## src/rtl/wb_arbiter_pkg.sv

```systemverilog
// Shared types and sizes for the writeback arbiter.
// Result request bundle used by the EXU and LSU ports.
package wb_arbiter_pkg;
  localparam int XLEN = 64;
  localparam int NREG = 32;
  localparam int AW   = $clog2(NREG);

  typedef struct packed {
    logic            valid;
    logic [AW-1:0]   rd;
    logic [XLEN-1:0] data;
  } wb_req_t;
endpackage

```

## src/rtl/wb_arbiter_if.sv

```systemverilog
// Bus bundle between decode, EXU, LSU and the writeback arbiter.
// master drives requests, slave is the arbiter side.
import wb_arbiter_pkg::*;

interface wb_arbiter_if;
  logic            issue_valid_i;
  logic [AW-1:0]   issue_rd_i;
  logic            issue_ready_o;
  logic            exu_valid_i;
  logic [AW-1:0]   exu_rd_i;
  logic [XLEN-1:0] exu_data_i;
  logic            exu_ready_o;
  logic            lsu_valid_i;
  logic [AW-1:0]   lsu_rd_i;
  logic [XLEN-1:0] lsu_data_i;
  logic            lsu_ready_o;
  logic [AW-1:0]   rs1_addr_i;
  logic [AW-1:0]   rs2_addr_i;
  logic            rs1_busy_o;
  logic            rs2_busy_o;
  logic            wen_o;
  logic [AW-1:0]   addr_o;
  logic [XLEN-1:0] wdata_o;

  modport master (
    output issue_valid_i, issue_rd_i,
    output exu_valid_i, exu_rd_i, exu_data_i,
    output lsu_valid_i, lsu_rd_i, lsu_data_i,
    output rs1_addr_i, rs2_addr_i,
    input  issue_ready_o, exu_ready_o, lsu_ready_o,
    input  rs1_busy_o, rs2_busy_o,
    input  wen_o, addr_o, wdata_o
  );

  modport slave (
    input  issue_valid_i, issue_rd_i,
    input  exu_valid_i, exu_rd_i, exu_data_i,
    input  lsu_valid_i, lsu_rd_i, lsu_data_i,
    input  rs1_addr_i, rs2_addr_i,
    output issue_ready_o, exu_ready_o, lsu_ready_o,
    output rs1_busy_o, rs2_busy_o,
    output wen_o, addr_o, wdata_o
  );
endinterface

```

## src/rtl/wb_arbiter_scoreboard.sv

```systemverilog
// Per-register pending-write vector for RAW/WAW stalls.
// A write in flight is bypassed, so it is not reported busy.
import wb_arbiter_pkg::*;

module wb_scoreboard (
  input  logic          clk,
  input  logic          rst,
  input  logic          issue_valid,
  input  logic [AW-1:0] issue_rd,
  output logic          issue_ready,
  input  logic          clr_en,
  input  logic [AW-1:0] clr_rd,
  input  logic [AW-1:0] rs1,
  input  logic [AW-1:0] rs2,
  output logic          rs1_busy,
  output logic          rs2_busy
);
  logic [NREG-1:0] busy;
  logic [NREG-1:0] busy_n;
  logic            set_en;

  // Query ports: pending and not being written this cycle
  always_comb begin
    rs1_busy    = busy[rs1] & ~(clr_en & (clr_rd == rs1));
    rs2_busy    = busy[rs2] & ~(clr_en & (clr_rd == rs2));
    issue_ready = (issue_rd == '0) | ~busy[issue_rd] |
                  (clr_en & (clr_rd == issue_rd));
    set_en      = issue_valid & issue_ready & (issue_rd != '0);
  end

  // Next busy vector: clear first so a same-cycle set wins
  always_comb begin
    busy_n = busy;
    if (clr_en) busy_n[clr_rd] = 1'b0;
    if (set_en) busy_n[issue_rd] = 1'b1;
    busy_n[0] = 1'b0;
  end

  // Busy vector register
  always_ff @(posedge clk or posedge rst) begin
    if (rst) busy <= '0;
    else     busy <= busy_n;
  end
endmodule

```

## src/rtl/wb_arbiter.sv

```systemverilog
// Round-robin writeback arbiter feeding the regfile write port.
// The scoreboard tracks destinations pending writeback.
import wb_arbiter_pkg::*;

module wb_arbiter (
  input  logic clk,
  input  logic rst,
  wb_arbiter_if.slave bus
);
  wb_req_t         exu_req;
  wb_req_t         lsu_req;
  wb_req_t         sel;
  logic            last_lsu;
  logic            contest;
  logic            gnt_exu;
  logic            gnt_lsu;
  logic            wen;
  logic [AW-1:0]   addr;
  logic [XLEN-1:0] wdata;

  assign exu_req = {bus.exu_valid_i, bus.exu_rd_i, bus.exu_data_i};
  assign lsu_req = {bus.lsu_valid_i, bus.lsu_rd_i, bus.lsu_data_i};

  // Grant: sole requester wins; on contest the one not granted last
  always_comb begin
    contest = exu_req.valid & lsu_req.valid;
    gnt_lsu = lsu_req.valid & (~exu_req.valid | ~last_lsu);
    gnt_exu = exu_req.valid & ~gnt_lsu;
    sel     = gnt_lsu ? lsu_req : exu_req;
  end

  assign bus.exu_ready_o = gnt_exu;
  assign bus.lsu_ready_o = gnt_lsu;

  // Fairness flag and registered write port
  always_ff @(posedge clk or posedge rst) begin
    if (rst) begin
      last_lsu <= 1'b0;
      wen      <= 1'b0;
      addr     <= '0;
      wdata    <= '0;
    end else begin
      if (contest) last_lsu <= ~last_lsu;
      if (sel.valid) begin
        wen   <= (sel.rd != '0);
        addr  <= sel.rd;
        wdata <= sel.data;
      end else begin
        wen   <= 1'b0;
      end
    end
  end

  assign bus.wen_o   = wen;
  assign bus.addr_o  = addr;
  assign bus.wdata_o = wdata;

  wb_scoreboard u_sb (
    .clk         (clk),
    .rst         (rst),
    .issue_valid (bus.issue_valid_i),
    .issue_rd    (bus.issue_rd_i),
    .issue_ready (bus.issue_ready_o),
    .clr_en      (wen),
    .clr_rd      (addr),
    .rs1         (bus.rs1_addr_i),
    .rs2         (bus.rs2_addr_i),
    .rs1_busy    (bus.rs1_busy_o),
    .rs2_busy    (bus.rs2_busy_o)
  );
endmodule

```

## src/flat_wrapper.sv

```systemverilog
// flat-port wrapper written by rule: the top's interface ports become plain ports
module wb_arbiter_flat 
  (clk, rst, bus_issue_valid_i, bus_issue_rd_i, bus_exu_valid_i, bus_exu_rd_i, bus_exu_data_i, bus_lsu_valid_i, bus_lsu_rd_i, bus_lsu_data_i, bus_rs1_addr_i, bus_rs2_addr_i, bus_issue_ready_o, bus_exu_ready_o, bus_lsu_ready_o, bus_rs1_busy_o, bus_rs2_busy_o, bus_wen_o, bus_addr_o, bus_wdata_o);
  wb_arbiter_if bus_i ();
  input  logic clk;
  input  logic rst;
  input wire logic [$bits(bus_i.issue_valid_i)-1:0] bus_issue_valid_i;
  input wire logic [$bits(bus_i.issue_rd_i)-1:0] bus_issue_rd_i;
  input wire logic [$bits(bus_i.exu_valid_i)-1:0] bus_exu_valid_i;
  input wire logic [$bits(bus_i.exu_rd_i)-1:0] bus_exu_rd_i;
  input wire logic [$bits(bus_i.exu_data_i)-1:0] bus_exu_data_i;
  input wire logic [$bits(bus_i.lsu_valid_i)-1:0] bus_lsu_valid_i;
  input wire logic [$bits(bus_i.lsu_rd_i)-1:0] bus_lsu_rd_i;
  input wire logic [$bits(bus_i.lsu_data_i)-1:0] bus_lsu_data_i;
  input wire logic [$bits(bus_i.rs1_addr_i)-1:0] bus_rs1_addr_i;
  input wire logic [$bits(bus_i.rs2_addr_i)-1:0] bus_rs2_addr_i;
  output wire logic [$bits(bus_i.issue_ready_o)-1:0] bus_issue_ready_o;
  output wire logic [$bits(bus_i.exu_ready_o)-1:0] bus_exu_ready_o;
  output wire logic [$bits(bus_i.lsu_ready_o)-1:0] bus_lsu_ready_o;
  output wire logic [$bits(bus_i.rs1_busy_o)-1:0] bus_rs1_busy_o;
  output wire logic [$bits(bus_i.rs2_busy_o)-1:0] bus_rs2_busy_o;
  output wire logic [$bits(bus_i.wen_o)-1:0] bus_wen_o;
  output wire logic [$bits(bus_i.addr_o)-1:0] bus_addr_o;
  output wire logic [$bits(bus_i.wdata_o)-1:0] bus_wdata_o;
  assign bus_i.issue_valid_i = bus_issue_valid_i;
  assign bus_i.issue_rd_i = bus_issue_rd_i;
  assign bus_i.exu_valid_i = bus_exu_valid_i;
  assign bus_i.exu_rd_i = bus_exu_rd_i;
  assign bus_i.exu_data_i = bus_exu_data_i;
  assign bus_i.lsu_valid_i = bus_lsu_valid_i;
  assign bus_i.lsu_rd_i = bus_lsu_rd_i;
  assign bus_i.lsu_data_i = bus_lsu_data_i;
  assign bus_i.rs1_addr_i = bus_rs1_addr_i;
  assign bus_i.rs2_addr_i = bus_rs2_addr_i;
  assign bus_issue_ready_o = bus_i.issue_ready_o;
  assign bus_exu_ready_o = bus_i.exu_ready_o;
  assign bus_lsu_ready_o = bus_i.lsu_ready_o;
  assign bus_rs1_busy_o = bus_i.rs1_busy_o;
  assign bus_rs2_busy_o = bus_i.rs2_busy_o;
  assign bus_wen_o = bus_i.wen_o;
  assign bus_addr_o = bus_i.addr_o;
  assign bus_wdata_o = bus_i.wdata_o;
  wb_arbiter u_core (.clk(clk), .rst(rst), .bus(bus_i));
endmodule
```

## config.mk

```make
export PLATFORM = sky130hd
export DESIGN_NAME = wb_arbiter_flat
export DESIGN_NICKNAME = d
export VERILOG_FILES = /design/src/rtl/wb_arbiter_pkg.sv /design/src/rtl/wb_arbiter_if.sv /design/src/rtl/wb_arbiter_scoreboard.sv /design/src/rtl/wb_arbiter.sv /design/src/flat_wrapper.sv
export SDC_FILE = /design/constraint.sdc
export NUM_CORES = 1
export LEC_CHECK = 0
export CORE_ASPECT_RATIO = 1.25
export CORE_MARGIN = 1.5
export CORE_UTILIZATION = 46
export DETAILED_ROUTE_END_ITERATION = 8
export PLACE_DENSITY = 0.86
export SLEW_MARGIN = 15
export SYNTH_ARGS = -nofsm -noshare
export SYNTH_HDL_FRONTEND = slang
export SYNTH_SLANG_ARGS = --single-unit
```

## constraint.sdc

```tcl
create_clock -name clk -period 7.4 [get_ports clk]
set_input_delay 1.85 -clock clk [delete_from_list [all_inputs] [get_ports clk]]
set_output_delay 1.85 -clock clk [all_outputs]
set_load 0.01 [all_outputs]
```

==> impl_metrics.tcl, run 1 <==
set metrics [dict create \
    status "complete, no violations" \
    crit_required_ps 5550 \
    grt_max_degree 76 \
    die_area_um2 12400 \
    portBuffers 232 \
    firstDrtPassIters 5 \
    num_vias 5421 \
    cts.path.max_buffers 2 \
    yosysWarnings 0 \
    swShare 0.346 \
    drv_slew 0 \
    syn_nets 712 \
    fin_crit_sh 0.877 \
    fin_ws_ps 909 \
    grt_pass1_wl_mm 29.0 \
    ir_worst_vdd_mv 0.127 \
    crit_start "bus_issue_rd_i[0]" \
    core-area_um2 11500 \
    insertion_delay_ps 340 \
    wl_per_cell_um 20.8 \
    antenna_cells 0 \
    routabilityCongestion 1.10 \
    relSlewSlack 0.394 \
    cp-start-kind "input pin" \
    synth-main-ff-cell "dfrtp_1" \
    ioPinCount 233 \
    cap_violations 0 \
    rows 44 \
    power_mw 2.12 \
    clockPowerShare 0.210 \
    start_util 0.469 \
    die_width_um 99.9 \
    ctsHoldBuffers 0 \
    p_sw_mw 0.732 \
    fin_skew_ps 9.15 \
    rr_startpoint "u_core.bus.addr_o[4]" \
    critPathKind "in2out" \
    yosysUniqueCellTypes 41 \
    htree_levels 3 \
    drive_gt1_frac 0.0731 \
    hpwl_mm 14.1 \
    cts_made_buffers 9 \
    synth_cells 554 \
    syn_area_um2 5400 \
    via_per_inst 6.00 \
    p_int_mw 1.38 \
    avgSynthCellArea_um2 9.75 \
    grt_pass1_vias 5581 \
    ys_seq_area_frac 0.473 \
    setup_viol 0 \
    antenna_found_initial 0 \
    hold_violations 0 \
    final_cell_mix "clkdlybuf4s50_1 (232), nand2_1 (141), dfrtp_1 (102)" \
    timing.fmax_mhz 154 \
    min_path_type "reg2reg" \
    wirelength_mm 18.8 \
    ant_nets 0 \
    crit_path_end_kind "output pin" \
    synth_edf_count 0 \
    area_delta_synth_final_pct 49.3 \
    worst_pin_slew_ps 908 \
    ys_ff_latch 102 \
    clk_pin_slew_worst_paths_ps 70 \
    post_cts_buffers 0 \
    detail_route.iter0.violations 369 \
    tritoncts "built" \
    arrival_ps 4640 \
    fin_nets 919 \
    dp_slack_ps 924 \
    period_minus_slack_ps 6490 \
    tns_ps 0 \
    async_flop_share 1.00 \
    route.detailed.drc 0 \
    grt.overflow.total 0 \
    grtUsageTotal 0.309 \
    p_comb_frac 0.361 \
    cp_max_fo 18 \
    p_per_area_nw_per_um2 262 \
    leakagePower_nw 3.32 \
    final_util 0.701 \
    cts_sinks 102 \
    power_frac_seq 0.429 \
    cts.repair.resized 0 \
    layout_commonest_cell "clkdlybuf4s50_1" \
    hold_ws_ps 493 \
    hp-start "u_core.bus.wdata_o[18]" \
    rsz0062_at_grt "no" \
    die_h_um 124 \
    cts_root_buffer "clkbuf_16" \
]
flip-flops by register name, summed over array words and instances (netlist names):
| register | count |
|---|---|
| u_core.bus.addr_o | 5 |
| u_core.bus.wen_o | 1 |
| u_core.u_sb.busy | 31 |
| u_core.last_lsu | 1 |
| u_core.bus.wdata_o | 64 |
worst paths after layout:
check                                    endpoint  slack (ps)  cells after the start
setup reg to reg             u_core.u_sb.busy[19]        5400                      5
setup / recovery                bus_issue_ready_o         910                      7
hold reg to reg            u_core.bus.wdata_o[18]         490                      2
min in group asynchronous  u_core.bus.wdata_o[48]        1860                      2
hold / removal             u_core.bus.wdata_o[18]         490                      2
max in group asynchronous  u_core.bus.wdata_o[28]        4290                      3
area by class of cell:
cell class                 instances  area (µm²)
sequential                       102        2550
fill                             861        3440
tap                              138         173
clock buffer                      11         243
timing repair buffer             237        2360
inverter                           1        6.26
multi-input combinational        410        2700
clock inverter                     5        33.8
power by group through the flow:
stage / Combinational [mW] / Clock [mW] / Sequential [mW]
after floorplan: 0.397 / 0 / 0.853
after global placement: 0.733 / 0 / 0.889
after detailed placement: 0.762 / 0 / 0.900
after CTS: 0.765 / 0.450 / 0.894
after global routing: 0.830 / 0.467 / 0.917
final: 0.764 / 0.444 / 0.907
Yosys cell counts (5+ instances only):
cell type,instances,area share
xnor2_1,8,0.013
buf_2,10,0.0093
clkbuf_1,22,0.015
nand3b_1,10,0.014
o21ai_1,31,0.029
mux4_2,19,0.079
buf_1,8,0.0056
xor2_1,8,0.013
dfrtp_1,102,0.47
nor3_1,5,0.0046
nor2_1,16,0.011
nand3_1,5,0.0046
a22oi_1,64,0.089
nand2_1,141,0.098
nand2b_1,6,0.0070
o21ai_0,40,0.037
mux2i_1,14,0.026
logic make-up after synthesis:
family,count (synthesis),synth area share
flip-flops,102,0.473
buffers and inverters,42,0.0329
AO/OA/AOI/OAI,157,0.194
multiplexers,33,0.105
AND/OR/NAND/NOR,204,0.170
XOR/XNOR,16,0.0260
worst max-delay path: stages:
cell             delay (ps)
clkdlybuf4s50_1        1030
mux4_2                  590
nand2b_1                 90
and4_4                  310
nand3b_1                 90
o21ai_0                 100
clkdlybuf4s50_1         570
stage by stage:
step | std cells | area [µm²]
floorplan | 554 | 5400
global placement | 888 | 7790
detailed placement | 888 | 7790
CTS | 904 | 8060
global route | 904 | 8060
finish | 904 | 8060
layer usage:
metal / part of all wire / vias to the layer above / GRT usage
met2: 0.51 / 341 / 0.514
met4: 0.046 / 0 / 0.168
met1: 0.34 / 2606 / 0.360
li1: - / 2408 / -
met3: 0.11 / 66 / 0.0926
met5: 0 / - / 0
Note: power is estimated with default switching activity, not from simulation.
==> inputs of run 2 (changes only) <==
- CORE_MARGIN: 1.5 -> default
==> impl_metrics.tcl, run 2 (synthesis results as in run 1) <==
set metrics [dict create \
    leakagePower_nw 3.33 \
    fin_crit_sh 0.885 \
    num_vias 5289 \
    relSlewSlack 0.383 \
    antenna_found_initial 0 \
    cap_violations 0 \
    tritoncts "built" \
    routabilityCongestion 0.942 \
    largest_register_ffs 64 \
    worst_path_most_repeated_cell "clkdlybuf4s50_1" \
    arrival_ps 4700 \
    r2r.worst_path.cells 5 \
    fin_nets 918 \
    rsz0062_at_grt "no" \
    grt.overflow.total 0 \
    cts_made_buffers 9 \
    rr_startpoint "u_core.bus.addr_o[4]" \
    detail_route.iter0.violations 414 \
    insertion_delay_ps 340 \
    crit_path_end_kind "output pin" \
    portBuffers 232 \
    wirelength_mm 18.5 \
    hold_violations 0 \
    cts_sinks 102 \
    drive_gt1_frac 0.0693 \
    worst_hold_path.endpoint "u_core.bus.wdata_o[39]" \
    wl_per_cell_um 20.5 \
    hold_path_depth 2 \
    area_delta_synth_final_pct 49.9 \
    fin_skew_ps 7.07 \
    start_util 0.480 \
    worst_pin_slew_ps 926 \
    post_cts_buffers 0 \
    ctsHoldBuffers 0 \
    ant_nets 0 \
    grt_max_degree 76 \
    setup_viol 0 \
    cts.repair.resized 0 \
    grt_pass1_vias 5450 \
    nFillCells 820 \
    cpMaxStageDelayCell "clkdlybuf4s50_1" \
    cp_max_fo 18 \
    antenna_cells 0 \
    htree_levels 3 \
    grtUsageTotal 0.309 \
    status "complete, no violations" \
    firstDrtPassIters 6 \
    via_per_inst 5.88 \
    crit_required_ps 5550 \
    cp_cell_sequence "clkdlybuf4s50_1 > mux4_2 > nand2b_1 > and4_4 > nand3b_1 > o21ai_0 > clkdlybuf4s50_1" \
    timing.reg2reg.setup_slack_ps 5350 \
    cts.path.max_buffers 2 \
    hpwl_mm 13.6 \
    tns_ps 0 \
    grt_pass1_wl_mm 28.4 \
    period_minus_slack_ps 6550 \
    min_path_type "reg2reg" \
    cp-start-kind "input pin" \
    layout.cells.non_filler 900 \
    critPathKind "in2out" \
    hp-start "u_core.bus.wdata_o[39]" \
    die_h_um 123 \
    cts_root_buffer "clkbuf_16" \
    ir_worst_vdd_mv 0.126 \
    die_area_um2 12200 \
    layout_commonest_cell "clkdlybuf4s50_1" \
    drv_slew 0 \
    place_inst 884 \
    route.detailed.drc 0 \
    max_stage_delay_ps 1030 \
    clk_pin_slew_worst_paths_ps 60 \
    regToRegEndpoint "u_core.u_sb.busy[31]" \
    ioPinCount 233 \
    timing.fmax_mhz 153 \
    final_cell_mix "clkdlybuf4s50_1 (232), nand2_1 (141), dfrtp_1 (102)" \
    die_width_um 98.9 \
    core-area_um2 11200 \
    rows 43 \
    p_per_area_nw_per_um2 268 \
]
[run 2: cell types whose count changed in the layout (fill, tap and decap cells not counted), sizes merged]
cell / before / now
inv: 2 / 1
clkinvlp: 2 / 1
clkbuf: 11 / 13
clkinv: 2 / 0
buf: 5 / 4
bufinv: 0 / 2
[run 2: power breakdown]
group | internal [mW] | switching (mW)
sequential | 0.717 | 0.183
clock | 0.306 | 0.204
combinational | 0.428 | 0.333
[run 2: how the worst max path moves through the flow]
stage                             end              start  cells past startpoint
global placement    bus_issue_ready_o  bus_issue_rd_i[0]                      7
detailed placement  bus_issue_ready_o  bus_issue_rd_i[0]                      7
floorplan           bus_issue_ready_o  bus_issue_rd_i[1]                      6
finish              bus_issue_ready_o  bus_issue_rd_i[0]                      7
CTS                 bus_issue_ready_o  bus_issue_rd_i[0]                      7
global route        bus_issue_ready_o  bus_issue_rd_i[0]                      7
[run 2: through the flow]
stage / power [mW] / setup slack (ps) / cell area [µm²] / utilization / hold WS, ps
floorplan: 1.25 / 2390 / 5400 / - / 439
global placement: 1.63 / 892 / 7770 / 0.691 / 476
detailed placement: 1.66 / 849 / 7770 / 0.691 / 480
CTS: 2.17 / 847 / 8090 / 0.720 / 498
global route: 2.27 / 719 / 8090 / 0.720 / 519
finish: 2.17 / 852 / 8090 / 0.720 / 490
[run 2: routing by layer]
metal / up-vias / track usage / part of all wire
met5: - / 0 / 0
met4: 0 / 0.150 / 0.039
met3: 58 / 0.0831 / 0.10
met2: 297 / 0.524 / 0.50
met1: 2538 / 0.366 / 0.36
li1: 2396 / - / -
[run 2: layout make-up]
cell class	count	area, µm²	area share
clock inverter	3	67.6	0.00835
timing repair buffer	236	2350	0.291
inverter	1	6.26	0.000773
multi-input combinational	410	2700	0.333
tap	135	169	0.0209
sequential	102	2550	0.315
clock buffer	13	250	0.0309
[run 2: worst max-delay path: cells and delay by family]
kind | cells | cell delay, ps
buf+inv | 2 | 1620
mux | 1 | 600
simple gates | 3 | 490
compound gates | 1 | 130
